**config.mk**
```make
export PLATFORM = sky130hd
export DESIGN_NAME = terrain_level_loader
export DESIGN_NICKNAME = d
export VERILOG_FILES = /design/src/rtl/terrain_level_loader.sv
export SDC_FILE = /design/constraint.sdc
export NUM_CORES = 1
export LEC_CHECK = 0
export CORE_MARGIN = 1
export CORE_UTILIZATION = 40
export CTS_CLUSTER_DIAMETER = 60
export DETAILED_ROUTE_END_ITERATION = 8
export PLACE_DENSITY = 0.81
export SLEW_MARGIN = 15
export SYNTH_ARGS = -nofsm -noshare
export SYNTH_HDL_FRONTEND = slang
export SYNTH_SLANG_ARGS = --single-unit
```
**constraint.sdc**
```tcl
create_clock -name clk -period 2.23 [get_ports clk]
set_input_delay 0.3345 -clock clk [delete_from_list [all_inputs] [get_ports clk]]
set_output_delay 0.3345 -clock clk [all_outputs]
set_load 0.03 [all_outputs]
```
**src/rtl/terrain_level_loader.sv**
```systemverilog
// Level loader for the terrain entity bank: clears all terrain entities, then walks one
// level's entries in an external synchronous ROM and issues one spawn pulse per entry.
package terrain_level_loader_pkg;
    typedef struct packed {
        logic [9:0] x;
        logic [9:0] y;
    } point_t;

    typedef struct packed {
        point_t center;
        point_t radius;
    } rect_t;
endpackage

module terrain_level_loader
    import terrain_level_loader_pkg::*;
#(
    parameter int MAX_ENTRIES = 64,
    parameter int ADDR_W      = 8
) (
    input  logic              clk,
    input  logic              reset_n,
    input  logic              loadStart,
    input  logic              loadAbort,
    input  logic [1:0]        levelSel,
    output logic [ADDR_W-1:0] romAddr,
    input  logic [48:0]       romData,
    output logic              sigKill,
    output logic              sigSpawn,
    output logic [7:0]        terrainID,
    output rect_t             spawnArea,
    output logic              busy,
    output logic              done,
    output logic              overflow,
    output logic [7:0]        spawnCount
);
    localparam int IDX_W = $clog2(MAX_ENTRIES);

    typedef enum logic [2:0] {IDLE, KILL, FETCH, CHECK, SPAWN, DONE} state_t;

    state_t            state, nextState;
    logic [ADDR_W-1:0] base;
    logic [IDX_W-1:0]  idx;
    logic [IDX_W-1:0]  fetchIdx;
    logic              endMarker;
    logic              lastSlot;

    assign endMarker = romData[48];
    assign lastSlot  = (idx == IDX_W'(MAX_ENTRIES - 1));
    // Leaving SPAWN the next fetch must already use the incremented slot.
    assign fetchIdx  = (state == SPAWN) ? idx + IDX_W'(1) : idx;

    // NOTE: every variable gets a default before the case so no path leaves it unassigned (no latch).
    always_comb begin
        nextState = state;
        unique case (state)
            IDLE:    if (loadStart) nextState = KILL;
            KILL:    nextState = FETCH;
            FETCH:   nextState = CHECK;
            CHECK:   nextState = endMarker ? DONE : SPAWN;
            SPAWN:   nextState = lastSlot ? DONE : FETCH;
            DONE:    nextState = IDLE;
            default: nextState = IDLE;
        endcase
        // Abort outranks every transition; in IDLE it also swallows a coincident loadStart.
        if (loadAbort) nextState = IDLE;
    end

    // Outputs are decoded from nextState so each pulse lines up with the state it belongs to.
    // NOTE: sequential state uses non-blocking assignments so all registers update from pre-edge values.
    always_ff @(posedge clk or negedge reset_n) begin
        if (!reset_n) begin
            state      <= IDLE;
            base       <= '0;
            idx        <= '0;
            romAddr    <= '0;
            sigKill    <= 1'b0;
            sigSpawn   <= 1'b0;
            terrainID  <= '0;
            spawnArea  <= '0;
            busy       <= 1'b0;
            done       <= 1'b0;
            overflow   <= 1'b0;
            spawnCount <= '0;
        end else begin
            state    <= nextState;
            sigKill  <= (nextState == KILL);
            sigSpawn <= (nextState == SPAWN);
            done     <= (nextState == DONE);
            busy     <= (nextState == KILL) || (nextState == FETCH) ||
                        (nextState == CHECK) || (nextState == SPAWN);

            if (nextState == KILL) begin
                base       <= ADDR_W'(levelSel) << IDX_W;
                idx        <= '0;
                spawnCount <= '0;
                overflow   <= 1'b0;
            end

            if (nextState == FETCH)
                romAddr <= base + ADDR_W'(fetchIdx);

            if (state == CHECK && nextState == SPAWN) begin
                terrainID <= romData[47:40];
                spawnArea <= rect_t'(romData[39:0]);
            end

            if (nextState == SPAWN && spawnCount != 8'hFF)
                spawnCount <= spawnCount + 8'd1;

            if (state == SPAWN && !lastSlot)
                idx <= idx + IDX_W'(1);

            if (state == SPAWN && nextState == DONE)
                overflow <= 1'b1;
        end
    end
endmodule

```
==> flow_metrics.env <==
export IMPL_timing_final_crit_share_pct=95.0
export IMPL_slew_viol_final=0
export IMPL_design_area_sq_um=5080
export IMPL_nFillCells=629
export IMPL_synth_cell_types=44
export IMPL_hold_viol=0
export IMPL_yosysWarnings=0
export IMPL_required_ns=2.45
export IMPL_place_worst_setup_slack_ns=-0.165
export IMPL_netlist_instances=271
export IMPL_htree_num_levels=3
export IMPL_ir_worst_vdd_mv=0.493
export IMPL_num_antenna_cells=0
export IMPL_netlist_area_leader_share_pct=57.8
export IMPL_grt_max_degree=60
export IMPL_max_freq_mhz=472
export IMPL_dr_first_iter_drc_count=59
export IMPL_syn2layout_area_growth_pct=46.9
export IMPL_power_leakage_nw=2.14
export IMPL_synth_edf_count=0
export IMPL_ys_flop_type="dfrtp_1"
export IMPL_dieArea_sq_um=9030
export IMPL_via_per_inst=5.09
export IMPL_io_pins=124
export IMPL_path_max_fanout=51
export IMPL_place_port_buffers=123
export IMPL_vias=2638
export IMPL_clk_insertion_delay_late_ns=0.34
export IMPL_crit_arrival_ns=2.34
export IMPL_cap_violations=0
export IMPL_synthAdderAreaFrac_pct=0.723
export IMPL_synthTopCellsByArea="dfrtp_1, mux2_2, buf_6"
export IMPL_netlist_area_sq_um=3460
export IMPL_syn_avg_cell_area_sq_um=12.8
export IMPL_die_w_um=95.0
export IMPL_grt_pass1_wl_um=12200
export IMPL_ant_nets=0
export IMPL_ys_seq_elements=80
export IMPL_cts_tree="done"
export IMPL_chipHeight_um=95.0
export IMPL_synth_simple_area_share_pct=9.47
export IMPL_final_util_pct=61.2
export IMPL_max_clock_path_buffers=2
export IMPL_synth_top_family_by_area="multiplexers"
export IMPL_synthMuxAreaShare_pct=17.2
export IMPL_timing_setup_tns_ns=0
export IMPL_synthTopCellsByCount="dfrtp_1, mux2_2, nand2_1"
export IMPL_status="complete, no violations"
export IMPL_placed_cell_area_sq_um=4850
export IMPL_numCtsBuffers=9
export IMPL_yosysMostFrequentCell="dfrtp_1"
export IMPL_yosysTopAreaCell="dfrtp_1"
export IMPL_routedWlPerCell_um=14.9
export IMPL_cts_hold_fix_buffers=0
export IMPL_antenna_found_initial=0
export IMPL_crit_path_start_kind="flop"
export IMPL_post_cts_resized=0
export IMPL_synth_xor_area_share_pct=2.28
export IMPL_synth_async_reset_ratio_pct=100
export IMPL_startpoint="state[2]"
export IMPL_cts_setup_buffers=0
export IMPL_timing_final_ws_setup_ns=0.112
export IMPL_power_density_nw_per_um2=1210
export IMPL_tightest_slew_ns=0.726
export IMPL_final_setup_viol_count=0
export IMPL_hp_class="in -> async"
export IMPL_core_area_sq_um=8300
export IMPL_grt_pass1_vias=2645
export IMPL_min_period_ns=2.12
export IMPL_crit_type="reg -> reg"
export IMPL_hpwl_um=5620
export IMPL_synth_nets=328
export IMPL_clk_pin_slew_ns=0.08
export IMPL_start_util_pct=41.7
export IMPL_seq_area_frac_synth_pct=57.8
export IMPL_fp_row_count=33
export IMPL_gp_congestion=0.820
export IMPL_drc_errors=0
export IMPL_critPathCaptureType="flop"
export IMPL_r2r_start="state[2]"
export IMPL_layout_drive_gt1_share_pct=23.5
export IMPL_rsz0062_at_grt="false"
export IMPL_nets=465
export IMPL_firstDrtPassIters=4
export IMPL_synth_compound_area_share_pct=8.57
export IMPL_grtUsageTotal_pct=17.6
export IMPL_grt_overflow=0
export IMPL_slew_headroom_pct=51.6
export IMPL_finClkSkew_ns=0.0103
export IMPL_cts_sinks=80
export IMPL_root_buffer="clkbuf_8"
export IMPL_wirelength_um=7740
placed cells by master, fill, tap and decap left out, types with 3 or more instances in the layout:
cell type	netlist	routed
o21ai_0	14	14
dfrtp_1	80	80
inv_1	8	8
buf_4	0	16
nand3_1	7	7
xor2_1	3	3
a31oi_1	5	5
nand2_1	16	16
clkdlybuf4s50_1	0	122
xnor2_1	6	6
a21oi_1	12	12
nor2_1	15	15
clkbuf_8	0	10
mux2_2	53	53
routing by layer:
metal | track usage [%] | routed length (um)
met4 | 7.45 | 157
met2 | 29.1 | 3810
met3 | 3.59 | 455
met1 | 22.4 | 3310
met5 | 0 | 0
stage by stage:
step           std cells  power, mW  hold WS [ns]
2_1_floorplan        271       3.74        0.0389
3_3_place_gp         502       4.94         0.446
3_5_place_dp         502       5.02         0.455
4_1_cts              518       6.24        0.0666
5_1_grt              518       6.48         0.109
6_report             518       6.16        0.0484
critical path, cell delays in order (launching register included):
cell and delay [ns]:
dfrtp_1 0.38, or4_1 0.52, o2111a_2 0.20, nor3_4 0.21, buf_12 0.27, mux2_2 0.38
cell families (layout without fill, tap and decap cells):
kind of cell	Yosys count	count (layout)
and+or+nand+nor	60	60
DFF	80	80
buffers and inverters	21	163
AOI/OAI and AO/OA	46	46
muxes	53	53
adders and majority gates	2	2
xor gates and xnor gates	9	9
layout make-up:
cell class              count  area [sq um]  share of cell area (%)
flip-flops and latches     80          2000                    39.4
repair buffers            139          1360                    26.8
multi-input cells         170          1330                    26.1
clock buffers              10           138                    2.71
well taps                 105           131                    2.58
clock inverters             6          92.6                    1.82
inverters                   8          30.0                   0.591
path summary, 6_finish.rpt:
path | endpoint | slack, ns | cells past startpoint
max | spawnArea[11] | 0.11 | 5
min | spawnArea[27] | 0.05 | 1
max reg2reg | spawnArea[11] | 0.11 | 5
min reg2reg | spawnArea[12] | 0.51 | 1
max in group asynchronous | spawnArea[9] | 1.51 | 2
min in group clk | spawnArea[12] | 0.51 | 1
power breakdown:
group | switching, mW | internal [mW] | total (mW)
clock network | 0.542 | 0.665 | 1.21
logic | 1.46 | 1.28 | 2.74
registers | 0.264 | 1.95 | 2.21
registers in the layout, indices dropped and copies added (netlist names):
signal      count
sigKill         1
busy            1
overflow        1
sigSpawn        1
romAddr         8
state           3
spawnCount      8
idx             6
base            2
done            1
spawnArea      40
terrainID       8
(Power assumes the default switching activity.)
